[config.mk]
export PLATFORM = sky130hd
export DESIGN_NAME = rst_seq_ctrl
export DESIGN_NICKNAME = d
export VERILOG_FILES = /design/src/rtl/rst_seq_pkg.sv /design/src/rtl/rst_seq_sync2.sv /design/src/rtl/rst_seq_ctrl.sv
export SDC_FILE = /design/constraint.sdc
export NUM_CORES = 1
export LEC_CHECK = 0
export CAP_MARGIN = 40
export CELL_PAD_IN_SITES_DETAIL_PLACEMENT = 0
export CELL_PAD_IN_SITES_GLOBAL_PLACEMENT = 2
export CORE_MARGIN = 2
export CORE_UTILIZATION = 40
export CTS_BUF_LIST = sky130_fd_sc_hd__clkbuf_8
export DETAILED_ROUTE_END_ITERATION = 7
export PLACE_DENSITY_LB_ADDON = 0.1
export SLEW_MARGIN = 25
export SYNTH_ARGS = -nofsm -noshare
export SYNTH_HDL_FRONTEND = slang
export SYNTH_SLANG_ARGS = --single-unit
[constraint.sdc]
create_clock -name sys_clk -period 5.6 [get_ports sys_clk]
set_input_delay 0.84 -clock sys_clk [delete_from_list [all_inputs] [get_ports sys_clk]]
set_output_delay 0.84 -clock sys_clk [all_outputs]
set_load 0.02 [all_outputs]
[src/rtl/rst_seq_pkg.sv]
// Shared types and helpers for the multi-domain reset release sequencer.
package rst_seq_pkg;

  typedef enum logic [2:0] {
    WAIT_LOCK   = 3'd0,
    LOCK_STABLE = 3'd1,
    RELEASE     = 3'd2,
    WAIT_ACK    = 3'd3,
    DELAY       = 3'd4,
    RUN         = 3'd5,
    HOLD        = 3'd6,
    FAULT       = 3'd7
  } state_t;

  localparam int unsigned HZ_PER_MHZ = 1000000;

  // Whole microseconds to sys_clk cycles, never less than one cycle.
  function automatic logic [31:0] us_to_cyc(input int unsigned freq_hz,
                                            input int unsigned us);
    logic [31:0] cyc;
    cyc = (freq_hz / HZ_PER_MHZ) * us;
    return (cyc == 32'd0) ? 32'd1 : cyc;
  endfunction

endpackage

[src/rtl/rst_seq_sync2.sv]
// Two-flop synchronizer bringing the MMCM lock indication into sys_clk.
module rst_seq_sync2 (
  input  logic clk,
  input  logic rst_n,
  input  logic d,
  output logic q
);

  (* ASYNC_REG = "TRUE" *) logic meta;
  (* ASYNC_REG = "TRUE" *) logic sync;

  always_ff @(posedge clk or negedge rst_n) begin
    if (!rst_n) begin
      meta <= 1'b0;
      sync <= 1'b0;
    end else begin
      meta <= d;
      sync <= meta;
    end
  end

  assign q = sync;

endmodule

[src/rtl/rst_seq_ctrl.sv]
// Ordered reset release sequencer: releases stage resets one at a time after
// lock is stable, waits for each ack plus a guard delay, and retries on failure.
module rst_seq_ctrl
  import rst_seq_pkg::*;
#(
  parameter int unsigned CLOCK_FREQ_HZ  = 200000000,
  parameter int unsigned NUM_STAGES     = 3,
  parameter int unsigned LOCK_STABLE_US = 100,
  parameter int unsigned STAGE_DELAY_US = 10,
  parameter int unsigned ACK_TIMEOUT_US = 1000,
  parameter int unsigned HOLD_US        = 10,
  parameter int unsigned MAX_RETRY      = 3
) (
  input  logic                  sys_clk,
  input  logic                  sys_rst_n,
  input  logic                  clock_locked,
  input  logic                  soft_rst_req,
  input  logic [NUM_STAGES-1:0] stage_ack,
  output logic [NUM_STAGES-1:0] stage_rst,
  output logic                  all_ready,
  output logic                  seq_fault,
  output logic [3:0]            retry_cnt,
  output logic [2:0]            debug_state
);

  localparam logic [31:0] LOCK_CYC  = us_to_cyc(CLOCK_FREQ_HZ, LOCK_STABLE_US);
  localparam logic [31:0] DELAY_CYC = us_to_cyc(CLOCK_FREQ_HZ, STAGE_DELAY_US);
  localparam logic [31:0] TMO_CYC   = us_to_cyc(CLOCK_FREQ_HZ, ACK_TIMEOUT_US);
  localparam logic [31:0] HOLD_CYC  = us_to_cyc(CLOCK_FREQ_HZ, HOLD_US);

  localparam int unsigned      IDX_W    = (NUM_STAGES > 1) ? $clog2(NUM_STAGES) : 1;
  localparam logic [IDX_W-1:0] LAST_IDX = IDX_W'(NUM_STAGES - 1);
  localparam logic [3:0]       MAX_R    = 4'(MAX_RETRY);
  localparam logic [NUM_STAGES-1:0] ALL_RST = '1;

  logic                  locked_s;
  state_t                state, state_nxt;
  logic [31:0]           cnt, cnt_nxt;
  logic [IDX_W-1:0]      idx, idx_nxt;
  logic [3:0]            retry_nxt, retry_inc;
  logic [NUM_STAGES-1:0] rst_nxt;
  logic                  fail;
  logic                  enter;
  logic                  lock_abort;

  rst_seq_sync2 u_lock_sync (
    .clk   (sys_clk),
    .rst_n (sys_rst_n),
    .d     (clock_locked),
    .q     (locked_s)
  );

  assign retry_inc  = (retry_cnt == 4'hF) ? retry_cnt : retry_cnt + 4'd1;
  assign lock_abort = !locked_s && (state != WAIT_LOCK) && (state != FAULT);

  always_comb begin
    state_nxt = state;
    idx_nxt   = idx;
    retry_nxt = retry_cnt;
    rst_nxt   = stage_rst;
    fail      = 1'b0;
    enter     = 1'b0;

    case (state)
      WAIT_LOCK: begin
        rst_nxt = ALL_RST;
        if (locked_s) begin
          state_nxt = LOCK_STABLE;
          enter     = 1'b1;
        end
      end
      LOCK_STABLE: begin
        if (cnt >= LOCK_CYC - 32'd1) begin
          state_nxt = RELEASE;
          idx_nxt   = '0;
          enter     = 1'b1;
        end
      end
      RELEASE: begin
        rst_nxt[idx] = 1'b0;
        state_nxt    = WAIT_ACK;
        enter        = 1'b1;
      end
      WAIT_ACK: begin
        // A timeout on the same cycle as the ack still counts as a failure.
        if (cnt >= TMO_CYC - 32'd1) begin
          fail = 1'b1;
        end else if (stage_ack[idx]) begin
          enter = 1'b1;
          if (idx == LAST_IDX) begin
            state_nxt = RUN;
            retry_nxt = 4'd0;
          end else begin
            state_nxt = DELAY;
          end
        end
      end
      DELAY: begin
        if (cnt >= DELAY_CYC - 32'd1) begin
          idx_nxt   = idx + IDX_W'(1);
          state_nxt = RELEASE;
          enter     = 1'b1;
        end
      end
      RUN: begin
        if (!(&stage_ack)) fail = 1'b1;
      end
      HOLD: begin
        rst_nxt = ALL_RST;
        if (cnt >= HOLD_CYC - 32'd1) begin
          state_nxt = WAIT_LOCK;
          enter     = 1'b1;
        end
      end
      FAULT: begin
        rst_nxt = ALL_RST;
      end
      default: begin
        rst_nxt   = ALL_RST;
        state_nxt = WAIT_LOCK;
        enter     = 1'b1;
      end
    endcase

    // Abort paths in rising priority order; later assignments win.
    if (fail) begin
      rst_nxt   = ALL_RST;
      retry_nxt = retry_inc;
      state_nxt = (retry_inc >= MAX_R) ? FAULT : HOLD;
      enter     = 1'b1;
    end
    if (soft_rst_req) begin
      rst_nxt   = ALL_RST;
      retry_nxt = 4'd0;
      state_nxt = HOLD;
      enter     = 1'b1;
    end
    if (lock_abort) begin
      rst_nxt   = ALL_RST;
      retry_nxt = retry_cnt;
      state_nxt = WAIT_LOCK;
      enter     = 1'b1;
    end

    if (enter || (state_nxt == WAIT_LOCK)) begin
      cnt_nxt = '0;
    end else begin
      cnt_nxt = (cnt == '1) ? cnt : cnt + 32'd1;
    end
  end

  always_ff @(posedge sys_clk or negedge sys_rst_n) begin
    if (!sys_rst_n) begin
      state     <= WAIT_LOCK;
      cnt       <= '0;
      idx       <= '0;
      retry_cnt <= 4'd0;
      stage_rst <= ALL_RST;
      all_ready <= 1'b0;
      seq_fault <= 1'b0;
    end else begin
      state     <= state_nxt;
      cnt       <= cnt_nxt;
      idx       <= idx_nxt;
      retry_cnt <= retry_nxt;
      stage_rst <= rst_nxt;
      all_ready <= (state_nxt == RUN);
      seq_fault <= (state_nxt == FAULT);
    end
  end

  assign debug_state = state;

`ifndef SYNTHESIS
  logic [NUM_STAGES-1:0] released;
  assign released = ~stage_rst;

  // Released stages always form a contiguous block starting at bit 0.
  a_thermometer: assert property (@(posedge sys_clk) disable iff (!sys_rst_n)
    (released & (released + NUM_STAGES'(1))) == '0);
  a_ready_clear: assert property (@(posedge sys_clk) disable iff (!sys_rst_n)
    all_ready |-> (stage_rst == '0));
  a_fault_held: assert property (@(posedge sys_clk) disable iff (!sys_rst_n)
    seq_fault |-> (stage_rst == ALL_RST));
`endif

endmodule

**Yosys cells after proc, flatten, opt, wreduce, memory -nomap -nowiden**

Cells that the tools add are included.

- Bits of input ports: 7
- Register bits after elaboration: 48
- Logic and storage cells: 100

- Eq/ne operators: 17
- Reductions and logical operators: 18
- Muxes and demuxes: 44
- Order comparisons: 6
- Add/sub/neg operators: 3
- Bitwise gates (word level): 3

Operators with widths:

| kind | number |
|---|---|
| 2-to-1 mux 32 bit | 2 |
| 2-to-1 mux 3 bit | 12 |
| adder 32 x 1 -> 32 bit (second input constant) | 1 |
| equality test 32 bit (second input constant) | 1 |
| greater-or-equal comparator 32 x 11 -> 1 bit (second input constant) | 1 |
| greater-or-equal comparator 32 x 15 -> 1 bit (second input constant) | 1 |
| greater-or-equal comparator 32 x 18 -> 1 bit (second input constant) | 1 |
| 2-to-1 mux 4 bit | 7 |
| equality test 3 bit (second input constant) | 6 |
| one-hot mux 3 bit (6 select lines) | 1 |
| 2-to-1 mux 1 bit | 14 |
| nonzero test 3 bit | 4 |
| equality test 3 x 2 -> 1 bit (second input constant) | 2 |
| logical NOT 3 bit | 2 |
| inequality test 2 bit (second input constant) | 3 |
| inequality test 3 bit (second input constant) | 2 |
| one-hot mux 3 bit (2 select lines) | 1 |
| AND reduction 3 bit | 2 |
| one-hot mux 1 bit (5 select lines) | 1 |
| AND reduction 5 bit | 1 |
| nonzero test 5 bit | 1 |
| adder 4 x 1 -> 4 bit (second input constant) | 1 |
| equality test 4 bit (second input constant) | 1 |
| greater-or-equal comparator 4 x 2 -> 1 bit (second input constant) | 1 |
| 19 further kinds | 22 |

**Logic depth before layout (Yosys ltp)**

Gate-level depths: netlist of the first run.

- Depth in word-level cells: 11
- Gate-level depth with buffers: 9
- Mapped depth without buffers: 8

**By module**

Synthesis of the first run repeated with hierarchy kept, for this count alone.

- Cell total of the unflattened synthesis: 361
- Area total of the unflattened synthesis: 3,244.4 sq um

Modules (own cells, without submodules):

| module | seq. area each (sq um) | area each (sq um) | instances | cells an instance |
|---|---|---|---|---|
| rst_seq_ctrl | 1,154.9 | 3,194.3 | 1 | 359 |
| rst_seq_sync2 | 50.0 | 50.0 | 1 | 2 |

**Least setup slack after synthesis of the first run**

OpenSTA, ideal clock, no wires.

- Path kind: flip-flop to flip-flop
- From: register cnt[0]
- To: register cnt[10]
- Setup slack: 3.143 ns
- Cell stages (with the launch flop): 10
- Arrival time: 2.341 ns
- Clock period less this slack: 2.457 ns
- Library setup time: 0.116 ns
- Path through: dfrtp_1 -> ha_1 -> nand4_1 -> o21a_1 -> o311a_1 -> a221oi_1 -> o2111ai_2 -> a22oi_4 -> buf_8 -> nor2_2

- Longest elaborated chain between the ends: 9
- Elaborated cells on any way between the ends: 27
- Those cells by class: add/sub: 1; order compare: 3; eq/ne: 2; mux: 19; reduce/logical: 2

Ends and longest elaborated chain:

| element | line | source |
|---|---|---|
| start: declaration | rst_seq_ctrl.sv:38 | `logic [31:0] cnt, cnt_nxt;` |
| start signal: assignment | rst_seq_ctrl.sv:163 | `cnt <= cnt_nxt;` |
| greater-or-equal comparator 32 x 11 -> 1 bit (tied with other cells) | rst_seq_ctrl.sv:99, rst_seq_ctrl.sv:110 |  |
| 2-to-1 mux 3 bit (tied with other cells) | rst_seq_ctrl.sv:110 | `if (cnt >= HOLD_CYC - 32'd1) begin` |
| one-hot mux 3 bit (6 select lines) or one-hot mux 1 bit (2 select lines) (tied branches) | rst_seq_ctrl.sv:64 | `case (state)` |
| 2-to-1 mux 3 bit | rst_seq_ctrl.sv:126 | `if (fail) begin` |
| 2-to-1 mux 3 bit | rst_seq_ctrl.sv:132 | `if (soft_rst_req) begin` |
| 2-to-1 mux 3 bit | rst_seq_ctrl.sv:138 | `if (lock_abort) begin` |
| logical NOT 3 bit | rst_seq_ctrl.sv:145 | `if (enter \|\| (state_nxt == WAIT_LOCK)) begin` |
| logical OR 1 bit | rst_seq_ctrl.sv:145 |  |
| inequality test 2 bit (no source line) or 2-to-1 mux 32 bit (tied branches) | n/a |  |

Several ways; a longest one is shown, not always the timed one. The select of a mux whose other input is x is not followed.
A chain may end at the register's enable or synchronous reset.

**Worst setup path in the final report of the first run**

- From: register cnt[0]
- To: register cnt[1]

The elaborated chain is that of the path after synthesis.

==> metrics.cfg, run 1 <==
[status]
status = finished clean

[synthesis]
yosysWarnings = 0
synth_simple_gate_area_share = 0.322
synth_edf_count = 0
synth.mux.area_fraction = 0.00926
synth-seq-cells = 48
synth_top_family_by_area = simple AND/OR/NAND/NOR gates
synth-compound-area-share = 0.143
netlist_area_mm2 = 0.00324
syn_inst = 361
synthFlopType = dfrtp_1
ys_types = 66
avgSynthCellArea_um2 = 8.99
synth-seq-area-share = 0.371
syn_nets = 373
synthArstFlopShare = 1.00
synth_fa_ha_area_frac = 0.0193
synth_xor_area_frac = 0.0810

[critical_path]
reg2reg_depth = 9
cp-start-kind = register
crit_required_ps = 5790
cp-end-kind = register
worstPathArrival_ps = 3680
crit_fanout = 20
critPathKind = register to register

[floorplanning]
start_util = 0.416
core_region_area_mm2 = 0.00781
fp.dieH_um = 94.1
die-width_um = 94.1
io_pins = 19
rows = 32
die_area_mm2 = 0.00885

[place]
hpwl_um = 5310
port_buffers = 18
place_congestion = 0.781

[detailed_routing]
firstDrtPassIters = 4
drt-initial-drc-count = 118
vias_per_cell = 5.38
routedWlPerCell_um = 15.3
antenna_left = 0
vias = 2592
drt_wl_total_um = 7380
drc = 0

[clock_network]
clockBufferDepth = 2
cts_root_buffer = clkbuf_8
clk_latency_ps = 300
cts_hold_buf = 0
numCtsBuffers = 5
cts_tree = yes
cts_max_level = 2
cts_resized = 0
cts.sinks = 48
post_cts_buffers = 0
clkSlewWorstSetupHoldPaths_ps = 90

[finish]
syn2layout_area_growth_pct = 11.0
n_antenna_cell = 0
nFillCells = 796
multiInputGateArea_mm2 = 0.00186
mostFrequentLayoutCell = nand2_1
fin_nets = 393
drive_above_1_share = 0.187
layout.area.seq_mm2 = 0.00120
final_cell_mix = 55 x nand2_1, 45 x dfrtp_1, 30 x nor2_2

[timing]
setup_tns_ps = 0
fin_crit_sh = 0.622
fin_crit_ps = 3480
timing.fmax_ghz = 0.287
hold_viol = 0
finalSetupViolations = 0
worst_pin_slew_ps = 867
fin_skew_ps = 6.79
maxSlewHeadroom = 0.422
final_max_slew_viol_count = 0
rsz0062_at_grt = no

[global_route]
track_usage = 0.183
grt_max_degree = 49
grt_pass1_vias = 2499
antenna_found_initial = 0
grt_first_pass_wirelength_um = 12800
overflow = 0

[power_and_ir_drop]
power.density_mw_per_mm2 = 254
vdd_ir_drop_max_uv = 125
finalPower_w = 0.000914
p_leak_nw = 1.48

[run]
maxCapViolations = 0

[worst_hold_path]
hold_class = register to register
whs_path_depth = 0

worst paths after layout:
path | startpoint | slack, ps | to
setup reg to reg | cnt[0] | 2120 | cnt[1]
setup / recovery | cnt[0] | 2120 | cnt[1]
hold / removal | u_lock_sync.meta | 360 | u_lock_sync.q
hold reg to reg | u_lock_sync.meta | 360 | u_lock_sync.q
max in group asynchronous | sys_rst_n | 4540 | cnt[12]
min in group asynchronous | sys_rst_n | 640 | cnt[24]
cell usage after synthesis, drive strengths merged, types with 2 or more instances:
master | instances | area, um2
nand2 | 56 | 213
buf | 10 | 85.1
xor2 | 21 | 184
o22ai | 2 | 18.8
nor3 | 21 | 105
nand4 | 11 | 68.8
nor3b | 2 | 20.0
nor4 | 15 | 130
dfstp | 3 | 78.8
o211ai | 3 | 27.5
and3 | 5 | 31.3
o41ai | 2 | 55.1
nor2 | 52 | 270
nand3 | 10 | 50.1
o21a | 2 | 15.0
mux2i | 3 | 30.0
o311ai | 3 | 51.3
o21ai | 12 | 67.6
a22oi | 2 | 28.8
or4 | 3 | 33.8
or2 | 3 | 18.8
nand2b | 3 | 18.8
dfrtp | 45 | 1130
inv | 23 | 86.3
xnor2 | 9 | 78.8
or3 | 4 | 35.0
a21oi | 9 | 48.8
ha | 5 | 62.6
sequential cells by signal (all words and copies together) (netlist names):
signal	flops
cnt	32
retry_cnt	4
debug_state	3
stage_rst	3
idx	2
all_ready	1
seq_fault	1
u_lock_sync.meta	1
u_lock_sync.q	1
through the flow:
step	util	hold slack (ps)	cells	instance area, um2	worst slack [ps]
CTS	0.460	359	480	3590	2110
detailed placement	0.447	337	474	3490	2030
floorplan	-	331	361	3240	3140
global route	0.461	379	482	3600	1900
global placement	0.446	345	473	3480	2080
finish	0.461	357	482	3600	2120
critical path: stages, from the launching register on:
cell       delay (ps)
dfrtp_1           420
ha_1              270
a31oi_1           150
a211oi_1          530
o41ai_4           150
a221oi_1          480
o2111ai_2         210
a22oi_4           710
buf_4             370
nor3b_2            70
area by class of cell:
class                           instances  share of cell area
Clock buffer                            5              0.0191
Inverter                               23              0.0240
Tap cell                              102              0.0355
Timing Repair Buffer                   24              0.0605
Clock inverter                          1             0.00834
Sequential cell                        48               0.335
Multi-Input combinational cell        279               0.518
power breakdown:
part           switching (W)  total [W]  internal (W)
Clock               0.000116   0.000244      0.000128
Combinational       0.000186   0.000276     0.0000906
Sequential         0.0000314   0.000393      0.000362
cell families (layout without fill, tap and decap cells):
logic type / Yosys count / count (layout)
flip-flops: 48 / 48
AO/OA/AOI/OAI: 51 / 51
AND/OR/NAND/NOR: 190 / 190
adder cells (fa/ha/maj): 5 / 5
buffers and inverters: 34 / 53
XOR/XNOR: 30 / 30
multiplexers: 3 / 3
metal layers:
metal,global-route usage,wire [um],vias to the layer above,part of all wire
met5,0,0,-,0
met4,0.0471,63,0,0.0085
met3,0.0289,148,7,0.020
met2,0.267,3200,22,0.43
met1,0.280,3970,1258,0.54
li1,-,-,1305,-
Power figures use the tool's default switching activity.
==> run 2: changes to the inputs <==
- CORE_UTILIZATION: 40 -> 39
- clock period: 5.6 -> 3.4 ns (I/O delays scaled with it)
==> run 2 against run 1 <==
Against the previous run:
- power up 68%
- design area grew 0.83%
- core utilization decreased by 1.5 points
==> metrics.cfg, run 2 (synthesis results as in run 1) <==
[detailed_routing]
drt_wl_total_um = 7330  ; -0.74%
antenna_left = 0  ; unchanged
firstDrtPassIters = 4  ; unchanged
drt-initial-drc-count = 136  ; +15%
vias_per_cell = 5.24  ; -2.6%
vias = 2550  ; -1.6%
drc = 0  ; unchanged
routedWlPerCell_um = 15.0  ; -1.8%

[finish]
nFillCells = 795  ; -0.13%
final_cell_mix = 55 x nand2_1, 45 x dfrtp_1, 30 x nor2_2
drive_above_1_share = 0.191  ; +0.00426
reg_top3 = cnt (32), retry_cnt (4)
instances_no_fill = 487  ; +1.0%
final_core_util = 0.446  ; -0.0148
largest_register_ffs = 32  ; unchanged
fin_nets = 393  ; unchanged
top_register = cnt
syn2layout_area_growth_pct = 11.9
mostFrequentLayoutCell = nand2_1
n_antenna_cell = 0  ; unchanged

[floorplanning]
start_util = 0.399  ; -0.0167
io_pins = 19  ; unchanged
die-width_um = 95.2  ; +1.2%
rows = 33  ; +3.1%
fp.dieH_um = 95.2  ; +1.2%
die_area_mm2 = 0.00906  ; +2.4%
core_region_area_mm2 = 0.00813  ; +4.2%

[clock_network]
clk_latency_ps = 300  ; about the same
cts_tree = yes
cts_hold_buf = 0  ; unchanged
cts.sinks = 48  ; unchanged
cts_max_level = 2  ; unchanged
clockBufferDepth = 2  ; unchanged
clkSlewWorstSetupHoldPaths_ps = 100  ; about the same
numCtsBuffers = 5  ; unchanged
post_cts_buffers = 0  ; unchanged
cts_resized = 0  ; unchanged
cts_root_buffer = clkbuf_8

[power_and_ir_drop]
swShare = 0.361  ; -0.00335
power_frac_seq = 0.422  ; -0.009
clkPwrFrac = 0.269  ; +0.002
pwr-share-comb = 0.309  ; +0.007
internal_power_w = 0.000979  ; +69%
vdd_ir_drop_max_uv = 345  ; +180%
p_leak_nw = 1.50  ; +1.2%
switchingPower_w = 0.000553  ; +66%
power.density_mw_per_mm2 = 422  ; +66%

[timing]
fin_skew_ps = 11.6  ; +4.77 ps
setup_tns_ps = 0  ; unchanged
hold_viol = 0  ; unchanged
timing.fmax_ghz = 0.368  ; +28%
final_max_slew_viol_count = 0  ; unchanged
worst_pin_slew_ps = 620  ; -247 ps
hold-worst-slack_ps = 207  ; -149 ps
setup_ws_ps = 682  ; -1430 ps
fin_crit_sh = 0.800  ; +0.177
rsz0062_at_grt = no
maxSlewHeadroom = 0.586  ; +0.165
finalSetupViolations = 0  ; unchanged
fin_crit_ps = 2720  ; -766 ps

[critical_path]
cp-start-kind = register
critPathKind = register to register
crit_fanout = 32  ; +60%
timing.reg2reg.setup_slack_ps = 680  ; -1430 ps
r2r-start = cnt[0]
crit_required_ps = 3580  ; -2210 ps
cp-end-kind = register
timing.rr.end = cnt[0]
reg2reg_depth = 9  ; unchanged
worstPathArrival_ps = 2900  ; -780 ps

[place]
place_inst = 479  ; +1.1%
pre_cts_slack_ps = 695  ; -1340 ps
place_congestion = 0.831  ; +6.4%
hpwl_um = 5270  ; -0.86%
port_buffers = 18  ; unchanged

[global_route]
antenna_found_initial = 0  ; unchanged
track_usage = 0.178  ; -0.00473
grt_max_degree = 47  ; -4.1%
grt_pass1_vias = 2573  ; +3.0%
grt_first_pass_wirelength_um = 12900  ; +0.86%
overflow = 0  ; unchanged

[status]
status = finished clean

[worst_hold_path]
hold_class = input pin to asynchronous set/reset pin

[run]
maxCapViolations = 0  ; unchanged

## run 2: worst max-delay path by stage
stage,slack [ps],cells after the start,endpoint,start
finish,680,9,cnt[0],cnt[0]
global route,490,9,cnt[0],cnt[0]
CTS,670,7,cnt[1],cnt[30]
detailed placement,690,9,cnt[0],cnt[0]
global placement,740,7,cnt[1],cnt[30]
floorplan,940,9,cnt[10],cnt[0]
## run 2: metal layers
layer  global-route usage  vias to the layer above  part of all wire
li1                     -                     1300                 -
met1                0.258                     1203              0.51
met2                0.284                       41              0.45
met3               0.0245                        6             0.030
met4               0.0374                        0             0.010
met5                    0                        -                 0
## run 2: worst max-delay path, stage by stage, from the launching register on
cell and delay (ps):
dfrtp_1 400, ha_1 250, nand4_1 170, o21a_1 230, o311a_1 400, a221oi_1 410
o2111ai_2 200, a22oi_4 180, buf_12 260, nor2_1 70
## run 2: metrics by stage
stage          total power, W  area (um2)
6_report              0.00153        3630
5_1_grt               0.00164        3630
4_1_cts               0.00156        3630
3_5_place_dp          0.00114        3520
3_3_place_gp          0.00115        3520
2_1_floorplan         0.00102        3240
## run 2: layout make-up
type                       count  area (um2)  area share
sequential                    48        1200       0.332
multi-input combinational    279        1860       0.514
timing repair buffer          24         235      0.0648
inverter                      23        86.3      0.0238
clock inverter                 3        38.8      0.0107
tap                          105         131      0.0362
clock buffer                   5        68.8      0.0190
## run 2: power groups by stage
stage	clock network, W	logic (W)	registers (W)
2_1_floorplan	0	0.000360	0.000656
3_3_place_gp	0	0.000489	0.000659
3_5_place_dp	0	0.000481	0.000658
4_1_cts	0.000433	0.000483	0.000647
5_1_grt	0.000456	0.000524	0.000656
6_report	0.000412	0.000474	0.000646
